File: src/rtl/dmem_arbiter_if.sv
// One master's port into the data-memory arbiter: request/address/data in,
// grant, stall and read response back.
interface dmem_arbiter_if;
    logic        req;
    logic [31:0] addr;
    logic [31:0] wdata;
    logic [3:0]  wr_en;
    logic        gnt;
    logic        stall;
    logic        rvalid;
    logic [31:0] rdata;

    modport master (
        output req, addr, wdata, wr_en,
        input  gnt, stall, rvalid, rdata
    );

    modport slave (
        input  req, addr, wdata, wr_en,
        output gnt, stall, rvalid, rdata
    );
endinterface

File: src/rtl/dmem_arbiter.sv
// Two-master arbiter for the single synchronous-read data-memory port, with a
// bounded burst per owner and read responses steered back to their issuer.
module dmem_arbiter #(
    parameter int unsigned MAX_BURST = 8
) (
    input  logic           clk,
    input  logic           rst,
    dmem_arbiter_if.slave  m0,
    dmem_arbiter_if.slave  m1,
    output logic [31:0]    mem_addr,
    output logic [31:0]    mem_dout,
    output logic [3:0]     mem_wr_en,
    input  logic [31:0]    mem_din,
    output logic           busy
);

    localparam logic [3:0] LIMIT = 4'(MAX_BURST);

    typedef enum logic [1:0] {
        IDLE = 2'd0,
        OWN0 = 2'd1,
        OWN1 = 2'd2
    } state_t;

    state_t      state;
    logic [3:0]  cnt;
    logic        pend_vld;
    logic        pend_id;

    logic        gnt0;
    logic        gnt1;
    logic        beat;
    logic        owner_change;

    // Owner keeps the port until it has taken LIMIT beats while the other waits.
    always_comb begin
        gnt0 = 1'b0;
        gnt1 = 1'b0;
        if (m0.req && m1.req) begin
            case (state)
                OWN0:    if (cnt < LIMIT) gnt0 = 1'b1; else gnt1 = 1'b1;
                OWN1:    if (cnt < LIMIT) gnt1 = 1'b1; else gnt0 = 1'b1;
                default: gnt0 = 1'b1;
            endcase
        end else if (m0.req) begin
            gnt0 = 1'b1;
        end else if (m1.req) begin
            gnt1 = 1'b1;
        end
    end

    assign beat         = gnt0 | gnt1;
    assign owner_change = (state == IDLE) || (state == OWN0 && gnt1) || (state == OWN1 && gnt0);

    always_comb begin
        mem_addr  = 32'd0;
        mem_dout  = 32'd0;
        mem_wr_en = 4'd0;
        if (gnt0) begin
            mem_addr  = m0.addr;
            mem_dout  = m0.wdata;
            mem_wr_en = m0.wr_en;
        end else if (gnt1) begin
            mem_addr  = m1.addr;
            mem_dout  = m1.wdata;
            mem_wr_en = m1.wr_en;
        end
    end

    // Memory latency is one cycle, so a single pending slot is enough.
    always_ff @(posedge clk or posedge rst) begin
        if (rst) begin
            state    <= IDLE;
            cnt      <= 4'd0;
            pend_vld <= 1'b0;
            pend_id  <= 1'b0;
        end else if (beat) begin
            state <= gnt1 ? OWN1 : OWN0;
            if (owner_change) begin
                cnt <= 4'd1;
            end else if (cnt != 4'd15) begin
                cnt <= cnt + 4'd1;
            end
            pend_vld <= (mem_wr_en == 4'd0);
            if (mem_wr_en == 4'd0) begin
                pend_id <= gnt1;
            end
        end else begin
            state    <= IDLE;
            pend_vld <= 1'b0;
        end
    end

    assign m0.gnt    = gnt0;
    assign m1.gnt    = gnt1;
    assign m0.stall  = m0.req & ~gnt0;
    assign m1.stall  = m1.req & ~gnt1;
    assign m0.rvalid = pend_vld & ~pend_id;
    assign m1.rvalid = pend_vld & pend_id;
    assign m0.rdata  = mem_din;
    assign m1.rdata  = mem_din;
    assign busy      = pend_vld;

endmodule

File: src/flat_wrapper.sv
// flat-port wrapper written by rule: the top's interface ports become plain ports
module dmem_arbiter_flat 
#(
    parameter int unsigned MAX_BURST = 8
)
  (clk, rst, mem_addr, mem_dout, mem_wr_en, mem_din, busy, m0_req, m0_addr, m0_wdata, m0_wr_en, m0_gnt, m0_stall, m0_rvalid, m0_rdata, m1_req, m1_addr, m1_wdata, m1_wr_en, m1_gnt, m1_stall, m1_rvalid, m1_rdata);
  dmem_arbiter_if m0_i ();
  dmem_arbiter_if m1_i ();
  input  logic clk;
  input  logic rst;
  output logic [31:0] mem_addr;
  output logic [31:0] mem_dout;
  output logic [3:0] mem_wr_en;
  input  logic [31:0] mem_din;
  output logic busy;
  input wire logic [$bits(m0_i.req)-1:0] m0_req;
  input wire logic [$bits(m0_i.addr)-1:0] m0_addr;
  input wire logic [$bits(m0_i.wdata)-1:0] m0_wdata;
  input wire logic [$bits(m0_i.wr_en)-1:0] m0_wr_en;
  output wire logic [$bits(m0_i.gnt)-1:0] m0_gnt;
  output wire logic [$bits(m0_i.stall)-1:0] m0_stall;
  output wire logic [$bits(m0_i.rvalid)-1:0] m0_rvalid;
  output wire logic [$bits(m0_i.rdata)-1:0] m0_rdata;
  input wire logic [$bits(m1_i.req)-1:0] m1_req;
  input wire logic [$bits(m1_i.addr)-1:0] m1_addr;
  input wire logic [$bits(m1_i.wdata)-1:0] m1_wdata;
  input wire logic [$bits(m1_i.wr_en)-1:0] m1_wr_en;
  output wire logic [$bits(m1_i.gnt)-1:0] m1_gnt;
  output wire logic [$bits(m1_i.stall)-1:0] m1_stall;
  output wire logic [$bits(m1_i.rvalid)-1:0] m1_rvalid;
  output wire logic [$bits(m1_i.rdata)-1:0] m1_rdata;
  assign m0_i.req = m0_req;
  assign m0_i.addr = m0_addr;
  assign m0_i.wdata = m0_wdata;
  assign m0_i.wr_en = m0_wr_en;
  assign m0_gnt = m0_i.gnt;
  assign m0_stall = m0_i.stall;
  assign m0_rvalid = m0_i.rvalid;
  assign m0_rdata = m0_i.rdata;
  assign m1_i.req = m1_req;
  assign m1_i.addr = m1_addr;
  assign m1_i.wdata = m1_wdata;
  assign m1_i.wr_en = m1_wr_en;
  assign m1_gnt = m1_i.gnt;
  assign m1_stall = m1_i.stall;
  assign m1_rvalid = m1_i.rvalid;
  assign m1_rdata = m1_i.rdata;
  dmem_arbiter #(.MAX_BURST(MAX_BURST)) u_core (.clk(clk), .rst(rst), .m0(m0_i), .m1(m1_i), .mem_addr(mem_addr), .mem_dout(mem_dout), .mem_wr_en(mem_wr_en), .mem_din(mem_din), .busy(busy));
endmodule
File: config.mk
export PLATFORM = sky130hd
export DESIGN_NAME = dmem_arbiter_flat
export DESIGN_NICKNAME = d
export VERILOG_FILES = /design/src/rtl/dmem_arbiter_if.sv /design/src/rtl/dmem_arbiter.sv /design/src/flat_wrapper.sv
export SDC_FILE = /design/constraint.sdc
export NUM_CORES = 1
export LEC_CHECK = 0
export BUFFER_PORTS_ARGS = -buffer_cell sky130_fd_sc_hd__buf_4
export CORE_AREA = 2 2 121 123
export CTS_CLUSTER_SIZE = 40
export DETAILED_ROUTE_END_ITERATION = 16
export DIE_AREA = 0 0 123 125
export SLEW_MARGIN = 20
export SYNTH_ARGS = -nofsm -noshare
export SYNTH_HDL_FRONTEND = slang
export SYNTH_SLANG_ARGS = --single-unit
File: constraint.sdc
create_clock -name clk -period 1.8 [get_ports clk]
set_input_delay 0.18 -clock clk [delete_from_list [all_inputs] [get_ports clk]]
set_output_delay 0.18 -clock clk [all_outputs]
set_load 0.03 [all_outputs]
==> results of run 1 <==
==> cells in the mapped netlist, types with 2 or more instances <==
| cell type | number |
|---|---|
| clkbuf_1 | 4 |
| o221ai_1 | 2 |
| a32o_1 | 2 |
| mux2_4 | 2 |
| nand2_1 | 2 |
| buf_6 | 5 |
| a22o_1 | 68 |
| dfrtp_1 | 8 |
| ha_1 | 6 |
| a2111oi_0 | 2 |
| nor2_1 | 2 |
| o21ai_0 | 2 |
| nand3_1 | 3 |
| buf_2 | 4 |
| inv_1 | 8 |
| buf_1 | 3 |
| buf_4 | 64 |
| and2_1 | 5 |
==> state kept, by name, indices dropped and copies added, names as in the netlist <==
register and cells:
u_core.cnt 4, u_core.pend_id 1, u_core.state 2, u_core.busy 1
==> final cells by class <==
cell class              count  area [um2]  share of cell area, %
clock buffers               3       75.07                  1.898
repair buffers            236        2014                  50.92
well taps                 184       230.2                  5.819
inverters                   8       30.03                 0.7590
flip-flops and latches      8       200.2                  5.060
multi-input cells         116        1406                  35.55
==> kinds of logic after synthesis <==
| family | count (synthesis) |
|---|---|
| simple gates | 21 |
| mux | 4 |
| buf+inv | 88 |
| flops | 8 |
| fa+ha+maj | 6 |
| compound gates | 85 |
==> report_power, final <==
part           switching (uW)  total (uW)  leakage, uW  internal, uW
sequential               35.6         254     0.000103           219
clock                    86.1         372    0.0000370           286
combinational             827        1700      0.00181           871
total                     948        2320      0.00195          1380
==> path summary, 6_finish.rpt <==
kind | start | end | depth (start not counted)
setup / recovery | u_core.state[0] | mem_addr[25] | 7
hold / removal | m1_wr_en[1] | u_core.busy | 3
setup reg to reg | u_core.state[0] | u_core.pend_id | 7
hold reg to reg | u_core.pend_id | u_core.pend_id | 1
max in group asynchronous | rst | u_core.cnt[1] | 3
min in group asynchronous | rst | u_core.cnt[2] | 3
==> layout by cell type (no fill, tap or decap), types with 2 or more instances in the layout <==
cell	netlist	layout
dfrtp_1	8	8
buf_12	0	2
o221ai_4	0	2
inv_2	0	3
mux2_4	2	3
buf_4	64	180
nand3_1	3	3
ha_1	6	3
and2_1	5	4
a32o_1	2	2
clkbuf_16	0	3
inv_1	8	5
ha_2	0	3
buf_6	5	52
nor2_1	2	2
a22o_2	0	39
a22o_4	0	29
o21ai_0	2	2
==> through the flow <==
step,std cells,cell area [um2]
2_1_floorplan,212,2142
3_3_place_gp,547,3551
3_5_place_dp,547,3551
4_1_cts,555,3884
5_1_grt,555,3956
6_report,555,3956
==> routing by layer <==
metal	part of all wire, %	up-vias	track usage [%]	wire length [um]
met5	0	-	0	0
met4	1.2	0	2.072	104
met3	9.5	13	3.102	816
met2	53	129	18.91	4520
met1	37	1052	10.72	3150
li1	-	1061	-	-
==> worst max-delay path, stage by stage (launching register included) <==
cell and delay (ns):
dfrtp_1 0.38, inv_2 0.07, ha_2 0.18, mux2_4 0.27, o21a_4 0.22, buf_16 0.22
a22o_2 0.33, buf_4 0.17
==> timing repair <==
action | 4_1_cts | 5_1_grt
buffers inserted | 4 | 0
resized for setup | 56 | 16
pin swaps | 4 | 1
hold buffers | 1 | 0
setup endpoints to repair | 76 | 78
hold endpoints to repair | 8 | 0
==> impl_results.md, run 1 <==
* Fin crit share at 128.8%
* Crit Path Class: flip-flop to primary output
* Detail Route Antenna Nets at 0
* Setup-failing EPs final at 73
* FILL cells at ~1500
* Maximum vdd drop at around 0.26 mV
* Setup TNS Final at -32.54 ns
* CTS sink cnt at 8
* Die width at 123 um
* Syn Area/Cell at 8.552 um2
* Leakage at ~0.0019 uW
* Fraction of the mapped netlist area in compound gates at between 40% and 50%
* Result of the run: finished, violations left
* Cell taking the most area after synthesis: a22o_1
* Initial antenna violation count at 0
* WL per Instance at about 15 um
* Die H at between 100 and 150 um
* Number of distinct library cells after synthesis at 38
* Routed vias at about 2300
* Post-synthesis adder-cell area fraction at about 4.1%
* Async SR Flop Fraction at 100.0%
* Final Critical Period at 2.319 ns
* Final WL at approximately 8600 um
* CP Data Required Time at 1.62 ns
* CTS tree: done
* Clk buf depth at 2
* RSZ-0062 raised after global routing: yes
* Flop-to-flop setup slack at -0.30 ns
* Final Skew at 0.003630 ns
* Gr usage total at about a tenth
* Slew headroom at 73.80%
* Hold slack at 0.3349 ns
* Gpl congestion at between 0.7 and 0.8
* H-Tree Depth at 1
* Post-synthesis simple-gate area fraction at 7.177%
* Row Count at 44
* Yosys top cell area share at roughly 33%
* Sequential share of the synthesized area at 11.04%
* Ant. Diodes at 0
* Setup WS pre-CTS at -0.3021 ns
* Die footprint at ~0.015 mm2
* Remaining global-route overflow at 0
* Data arrival time of the worst path at around 2.1 ns
* Fmax at around 430 MHz
* Post-synth EDFFs at 0
* Post-synthesis mux area share at 2.830%
* Syn_nets at between 300 and 400
* Initial Utilization at 12.76%
* Clk_lat worst skew at 0.23 ns
* Residual DRC at 0
* Layout cells sized above 1 at 88.95%
* Synth Register Bits at 8
* Pre-Repair DR Iteration Count at 4
* Startpoint types: flip-flop
* First-pass GRT wire length at between 10000 and 15000 um
* Core area at 0.01420 mm2
* Routed vias/inst at around 4
* Top cells by area, synth: a22o_1, buf_4, dfrtp_1
* Synth-to-Final Area Change at 118.2%
* Starting DRC count in detailed routing at 48
* Xor-xnor portion of the synthesized cell area at 0%
* Pwr/cell area at between 500 and 600 mW/mm2
* Synth Warn # at 0
* Slew Limit Fails at 0
* Worst-path fanout max at 71
* Largest family of logic cells by synthesized area: compound AO/OA/AOI/OAI gates
* Hold Crit Class: input port to flip-flop
* Synthesized cell area at between 0.0015 and 0.002 mm2
* Clk slew on worst S/H paths at 0.04 ns
* IO Port Bufs at roughly 210
* Post-route total power at 2324 uW
* Io pins at 311
* Final #Nets at approximately 550
* Vias in the first global route at around 2400
* Final Hold Vio Count at 0
* Syn Inst Count at around 210
* Worst Tran Pin Value at 0.3930 ns
* Setup crit end kind: primary output
* Post-route setup slack at -0.5190 ns
* Fin util at 27.85%
* Post-DP HPWL at a little over 7000 um
* Clock Tree Root: clkbuf_16
* Failing checks: negative setup slack
* Post-synth top flop: dfrtp_1
* Largest net degree at the start of global routing at 72
* Clock buffer count from CTS at 3
* Max-cap violation count at 0
(Power assumes the default switching activity.)
==> run 2, diff against run 1 <==
--- a/config.mk
+++ b/config.mk
@@ -6,10 +6,12 @@
 export NUM_CORES = 1
 export LEC_CHECK = 0
 export BUFFER_PORTS_ARGS = -buffer_cell sky130_fd_sc_hd__buf_4
+export CAP_MARGIN = 25
 export CORE_AREA = 2 2 121 123
 export CTS_CLUSTER_SIZE = 40
 export DETAILED_ROUTE_END_ITERATION = 16
 export DIE_AREA = 0 0 123 125
+export PLACE_DENSITY_LB_ADDON = 0.08
 export SLEW_MARGIN = 20
 export SYNTH_ARGS = -nofsm -noshare
 export SYNTH_HDL_FRONTEND = slang
==> run 2 against run 1 <==
Effect of this change: the flow still finishes with violations (negative setup slack); sequential power about the same; total power up 7.4%; cell count up 2.3%; largest power group unchanged.
==> impl_results.md, run 2 (synthesis results as in run 1) <==
* Ant. Diodes at 0 (unchanged)
* Hold slack at 0.3600 ns (+0.02515 ns)
* Die H at 125 um (unchanged)
* Leakage at 0.002063 uW (+5.8%)
* Startpoint types: flip-flop
* Clock buffer count from CTS at 3 (unchanged)
* Final Critical Period at 2.335 ns (+0.01602 ns)
* H-Tree Depth at 1 (unchanged)
* Top cell by count, worst path: buf_4
* Clk buf depth at 2 (unchanged)
* Remaining global-route overflow at 0 (unchanged)
* DP Area at 0.003583 mm2 (+0.92%)
* Final #Nets at 564 (+2.4%)
* Io pins at 311 (unchanged)
* Core area at 0.01420 mm2 (unchanged)
* Clock share of power at 14.8% (-1.2 points)
* Data arrival time of the worst path at 2.15 ns (about the same)
* Setup WS pre-CTS at -0.3140 ns (-0.01187 ns)
* Cell area after layout at 0.004243 mm2 (+7.2%)
* FILL cells at 1535 (+2.3%)
* Routed vias at 2294 (+1.7%)
* Buf+Inv Stages, Crit Path at 4 (+1)
* Pint at 1484 uW (+7.9%)
* Max-cap violation count at 0 (unchanged)
* Biggest regs: u_core.cnt (4), u_core.state (2)
* Setup-failing EPs final at 76 (+4.1%)
* CP delay by family, top: buffers and inverters
* Failing checks: negative setup slack
* Vias in the first global route at 2379 (-0.46%)
* Seq pwr share at 10.1% (-0.8 points)
* Comb pwr share at 75.1% (+2.1 points)
* Row Count at 44 (unchanged)
* Pwr/cell area at 588.2 mW/mm2 (+0.14%)
* Final Skew at 0.004980 ns (+0.001351 ns)
* Worst-path fanout max at 7 (-90%)
* Largest register FFs at 4 (unchanged)
* Reg with most FFs: u_core.cnt
* IO Port Bufs at 214 (unchanged)
* Commonest cells after routing, fill and taps aside: buf_4, buf_6, a22o_2
* Result of the run: finished, violations left
* Largest net degree at the start of global routing at 54 (-25%)
* Synth-to-Final Area Change at 134.0%
* Slowest-stage cell, CP: dfrtp_1
* Routing usage on met3 at 5.520% (+2.4 points)
* Post-route setup slack at -0.5350 ns (-0.01602 ns)
* Detail Route Antenna Nets at 0 (unchanged)
* Clk_lat worst skew at 0.23 ns (about the same)
* Pre-Repair DR Iteration Count at 6 (+2)
* First-pass GRT wire length at 14230 um (+16%)
* Gpl congestion at 0.7119 (-8.2%)
* WL per Instance at 18.03 um (+16%)
* CP Data Required Time at 1.62 ns (about the same)
* Initial antenna violation count at 0 (unchanged)
* Met1 track demand over resource at 12.58% (+1.9 points)
* Initial Utilization at 12.76% (unchanged)
* Critical path cell sequence: buf_6, ha_4, mux2_4, o21ai_4, nor2_4, buf_4, buf_4, a22o_2, buf_4
* Fin crit share at 129.7% (+0.89 points)
* Setup TNS Final at -34.02 ns (-1.478 ns)
* Residual DRC at 0 (unchanged)
* Slowest stage delay, CP at 0.41 ns (+0.03 ns)
* Fmax at 428.3 MHz (-0.69%)
* Post-route total power at 2496 uW (+7.4%)
* Crit Path Class: flip-flop to primary output
* Switching Share at 40.54% (-0.27 points)
* CTS tree: done
* M2 GR Usage at 22.78% (+3.9 points)
* Slew headroom at 78.39% (+4.6 points)
* Gr usage total at 12.09% (+2.1 points)
* Clock Tree Root: clkbuf_16
* Post-DP HPWL at 8168 um (+14%)
* Die footprint at 0.01538 mm2 (unchanged)
* Setup crit end kind: primary output
* RSZ-0062 raised after global routing: yes
* Worst Tran Pin Value at 0.3223 ns (-0.07069 ns)
* Maximum vdd drop at 0.3226 mV (+25%)
* Starting DRC count in detailed routing at 47 (-2.1%)
* Slew Limit Fails at 0 (unchanged)
* Final WL at 10240 um (+19%)
* Routed vias/inst at 4.039 (-0.60%)
* Global routing's busiest layer: met2
* Die width at 123 um (unchanged)
* P_sw at 1012 uW (+6.7%)
* Hold Crit Class: input port to primary output
* Layout cells sized above 1 at 90.63% (+1.7 points)
* Most common cell after layout, fill and taps aside: buf_4
* CTS sink cnt at 8 (unchanged)
* Final Hold Vio Count at 0 (unchanged)
* Clk slew on worst S/H paths at 0.04 ns (about the same)
## run 2: path summary, 6_finish.rpt
path,from,end,slack [ns],cells past startpoint
min in group asynchronous,rst,u_core.busy,0.46,3
worst min-delay path,mem_din[15],m0_rdata[15],0.36,0
worst max-delay path,u_core.state[0],mem_addr[3],-0.53,9
worst max register to register,u_core.state[0],u_core.pend_id,-0.31,8
max in group asynchronous,rst,u_core.cnt[0],1.09,3
worst min register to register,u_core.pend_id,u_core.pend_id,0.53,1
## run 2: final cells by class
class                           count  area (um2)  area share, %
Timing Repair Buffer              249        2215          52.20
Multi-Input combinational cell    116        1493          35.18
Tap cell                          184       230.2          5.426
Sequential cell                     8       200.2          4.718
Clock buffer                        3       75.07          1.769
Inverter                            8       30.03         0.7078
## run 2: through the flow
stage	utilization [%]	cells
detailed placement	25.23	553
floorplan	-	212
CTS	27.77	561
global placement	25.23	553
global route	29.87	568
finish	29.87	568
## run 2: per-layer routing
metal  vias to the layer above  routed length [um]  share of wire (%)
li1                       1092                   -                  -
met2                       115                5734                 56
met4                         0                  23               0.22
met3                         4                1000                9.8
met1                      1083                3482                 34
met5                         -                   0                  0
## run 2: what timing repair did
action | in CTS | in global routing
endpoints found under the setup margin | 76 | 78
hold buffers | 1 | 0
cloned | 1 | 3
resized for setup | 57 | 40
endpoints found under the hold margin | 8 | 0
setup buffers | 3 | 5
pin swaps | 2 | 4
## run 2: power groups by stage
stage	sequential, uW	clock (uW)	combinational [uW]
2_1_floorplan	245	0	1180
3_3_place_gp	255	0	1600
3_5_place_dp	254	0	1590
4_1_cts	252	377	1740
5_1_grt	258	400	1980
6_report	252	368	1880
==> run 3, diff against run 2 <==
--- a/config.mk
+++ b/config.mk
@@ -5,13 +5,14 @@
 export SDC_FILE = /design/constraint.sdc
 export NUM_CORES = 1
 export LEC_CHECK = 0
+export ABC_AREA = 1
 export BUFFER_PORTS_ARGS = -buffer_cell sky130_fd_sc_hd__buf_4
 export CAP_MARGIN = 25
-export CORE_AREA = 2 2 121 123
+export CORE_AREA = 2 2 120 122
 export CTS_CLUSTER_SIZE = 40
 export DETAILED_ROUTE_END_ITERATION = 16
-export DIE_AREA = 0 0 123 125
-export PLACE_DENSITY_LB_ADDON = 0.08
+export DIE_AREA = 0 0 122 124
+export PLACE_DENSITY = 0.58
 export SLEW_MARGIN = 20
 export SYNTH_ARGS = -nofsm -noshare
 export SYNTH_HDL_FRONTEND = slang
==> run 3 against run 2 <==
Effect of this change: the flow still finishes with violations (negative setup slack); cell area increased by 7.5%; area after synthesis increased by 13%; setup slack improved by 0.32 ns; core utilization increased by 3.4 points; first-iteration DRC count increased by 72%; critical endpoint is now mem_wr_en[1].
==> impl_results.md, run 3 <==
* Setup WS pre-CTS at -0.1029 ns (+0.2111 ns)
* Hold Crit Class: input port to primary output
* CP delay by family, top: buffers and inverters
* Startpoint types: flip-flop
* IO Port Bufs at 214 (unchanged)
* Clk buf depth at 2 (unchanged)
* Initial Utilization at 14.87% (+2.1 points)
* Pint at 1289 uW (-13%)
* Sequential share of the synthesized area at 9.810% (-1.2 points)
* Fin crit share at 112.2% (-18 points)
* Seq pwr share at 10.7% (+0.6 points)
* DP Area at 0.003622 mm2 (+1.1%)
* Residual DRC at 0 (unchanged)
* Synthesized cell area at 0.002041 mm2 (+13%)
* Number of distinct library cells after synthesis at 16 (-58%)
* Biggest regs: u_core.cnt (4), u_core.state (2)
* Setup-failing EPs final at 75 (-1.3%)
* Data arrival time of the worst path at 1.84 ns (-0.31 ns)
* Die H at 124 um (-0.80%)
* Final WL at 10340 um (+0.92%)
* Post-synth top flop: dfrtp_1
* Leakage at 0.002409 uW (+17%)
* Final Hold Vio Count at 0 (unchanged)
* Starting DRC count in detailed routing at 81 (+72%)
* Post-route total power at 2231 uW (-11%)
* Slowest-stage cell, CP: dfrtp_1
* Gpl congestion at 0.7612 (+6.9%)
* CTS tree: done
* Fmax at 495.3 MHz (+16%)
* Yosys top cell area share at 29.61% (-3.2 points)
* Most frequent cells after synthesis: nand2_1, nand3_1, buf_4
* Routed vias at 2894 (+26%)
* H-Tree Depth at 1 (unchanged)
* Most common cell after layout, fill and taps aside: buf_4
* Buf+Inv Stages, Crit Path at 5 (+1)
* Slew headroom at 78.76% (+0.37 points)
* Flop-to-flop setup slack at -0.12 ns (+0.19 ns)
* Pre-Repair DR Iteration Count at 4 (-2)
* Setup crit end kind: primary output
* Slowest stage delay, CP at 0.38 ns (-0.03 ns)
* Die width at 122 um (-0.81%)
* Post-synth EDFFs at 0 (unchanged)
* Worst-path fanout max at 5 (-2)
* Ant. Diodes at 0 (unchanged)
* Synth Register Bits at 8 (unchanged)
* Commonest cells after routing, fill and taps aside: buf_4, nand2_2, buf_6
* Core area at 0.01372 mm2 (-3.4%)
* Clock Tree Root: clkbuf_16
* Most frequent cell after synthesis: nand2_1
* Largest register FFs at 4 (unchanged)
* Largest net degree at the start of global routing at 44 (-19%)
* Routed vias/inst at 4.008 (-0.75%)
* Syn_nets at 550 (+41%)
* RSZ-0062 raised after global routing: yes
* Comb pwr share at 72.5% (-2.6 points)
* Maximum vdd drop at 0.2274 mV (-30%)
* Syn Inst Count at 372 (+75%)
* Vias in the first global route at 2642 (+11%)
* Slew Limit Fails at 0 (unchanged)
* Post-DP HPWL at 6829 um (-16%)
* Final #Nets at 722 (+28%)
* Worst Tran Pin Value at 0.3182 ns (-0.004037 ns)
* Detail Route Antenna Nets at 0 (unchanged)
* Remaining global-route overflow at 0 (unchanged)
* Row Count at 43 (-2.3%)
* P_sw at 942.4 uW (-6.8%)
* Reg with most FFs: u_core.cnt
* FILL cells at 1474 (-4.0%)
* Synth-to-Final Area Change at 123.5%
* Failing checks: negative setup slack
* Synth Warn # at 0 (unchanged)
* Result of the run: finished, violations left
* Die footprint at 0.01513 mm2 (-1.6%)
* Pwr/cell area at 489.1 mW/mm2 (-17%)
* Critical path cell sequence: buf_4, ha_1, nand2_1, nand3_2, nand2_4, buf_4, buf_6, buf_6, nand3_2, nand2_2, buf_6
* Gr usage total at 11.18% (-0.91 points)
* Top cell by count, worst path: buf_6
* Clk slew on worst S/H paths at 0.04 ns (about the same)
* Layout cells sized above 1 at 70.11% (-21 points)
* Clk_lat worst skew at 0.23 ns (about the same)
* Final Skew at 0.006012 ns (+0.001032 ns)
* CP Data Required Time at 1.62 ns (about the same)
* Initial antenna violation count at 0 (unchanged)
* Syn Area/Cell at 5.486 um2 (-36%)
* Clock share of power at 16.7% (+1.9 points)
* CTS sink cnt at 8 (unchanged)
* Top cells by area, synth: nand2_1, buf_4, nand3_1
* Final Critical Period at 2.019 ns (-0.3162 ns)
* Switching Share at 42.24% (+1.7 points)
* Clock buffer count from CTS at 3 (unchanged)
* Crit Path Class: flip-flop to primary output
* Cell taking the most area after synthesis: nand2_1
* Post-route setup slack at -0.2188 ns (+0.3162 ns)
* Max-cap violation count at 0 (unchanged)
* WL per Instance at 14.31 um (-21%)
* Async SR Flop Fraction at 100.0% (unchanged)
* Io pins at 311 (unchanged)
* Cell area after layout at 0.004562 mm2 (+7.5%)
* First-pass GRT wire length at 13340 um (-6.3%)
[run 3: cell types whose count changed in the layout (fill, tap and decap cells not counted), moves of 3 or more]
cell	previous run	this run
buf_6	60	79
buf_4	180	155
nand2_1	1	71
buf_16	1	5
nand3b_1	0	3
nand3_1	2	53
inv_1	5	14
nand2_2	1	91
a22o_4	30	0
nand3_2	1	20
a22o_2	38	0
nand4_1	0	3
and2_1	4	0
mux2_4	3	0
[run 3: power groups by stage]
stage / Combinational, uW / Clock (uW) / Sequential [uW]
finish: 1620 / 373 / 240
global route: 1720 / 383 / 243
CTS: 1530 / 380 / 240
detailed placement: 1270 / 0 / 242
global placement: 1280 / 0 / 241
floorplan: 956 / 0 / 238
[run 3: worst register-to-register path, stage by stage, from the launching register on]
cell     delay [ns]
dfrtp_1        0.38
buf_4          0.14
ha_1           0.19
nand2_1        0.08
nand3_2        0.10
nand2_4        0.10
buf_8          0.14
buf_16         0.16
buf_6          0.12
nor2_4         0.04
nor2_4         0.13
nand2_2        0.08
nand2_2        0.09
nand2_1        0.05
nand2_1        0.05
[run 3: final cells by class]
class                   count  area [um2]  share of cell area (%)
clock buffers               3       75.07                   1.646
inverters                  21       91.34                   2.002
multi-input cells         258        1524                   33.41
flip-flops and latches      8       200.2                   4.388
well taps                 180       225.2                   4.937
repair buffers            252        2446                   53.62
[run 3: worst paths after layout]
check,to,cells past startpoint,start
setup / recovery,mem_wr_en[1],11,u_core.state[1]
hold reg to reg,u_core.cnt[1],2,u_core.cnt[1]
max in group asynchronous,u_core.pend_id,3,rst
hold / removal,m0_rdata[19],0,mem_din[19]
setup reg to reg,u_core.cnt[2],14,u_core.state[1]
min in group asynchronous,u_core.state[1],3,rst
[run 3: stage by stage]
step	TNS, ns	cells	utilization [%]	hold WS [ns]
floorplan	-0.1787	372	-	-0.004342
global placement	-1.158	698	26.40	0.1641
detailed placement	-3.450	698	26.40	0.1704
CTS	-15.75	713	31.34	0.3439
global route	-21.13	722	33.25	0.3601
finish	-14.14	722	33.25	0.3600
[run 3: layer usage]
metal / vias to the layer above / share of wire, % / wire length [um] / track usage (%)
met3: 24 / 7.7 / 796 / 2.701
met2: 144 / 54 / 5585 / 21.02
li1: 1444 / - / - / -
met5: - / 0 / 0 / 0
met1: 1282 / 36 / 3742 / 12.51
met4: 0 / 2.0 / 210 / 3.089
[run 3: logic make-up after synthesis]
logic type	share of synthesized area, %
fa+ha+maj	3.679
xor+xnor	0.8585
simple gates	52.61
buf+inv	33.05
flops	9.810
[run 3: timing repair]
item                                    CTS  global route
setup buffers                             6             4
cloned                                    5             5
gates resized for setup                 116            42
endpoints found under the setup margin   75            76
hold endpoints to repair                  8             0
pin swaps                                11             7
hold buffers                              1             0
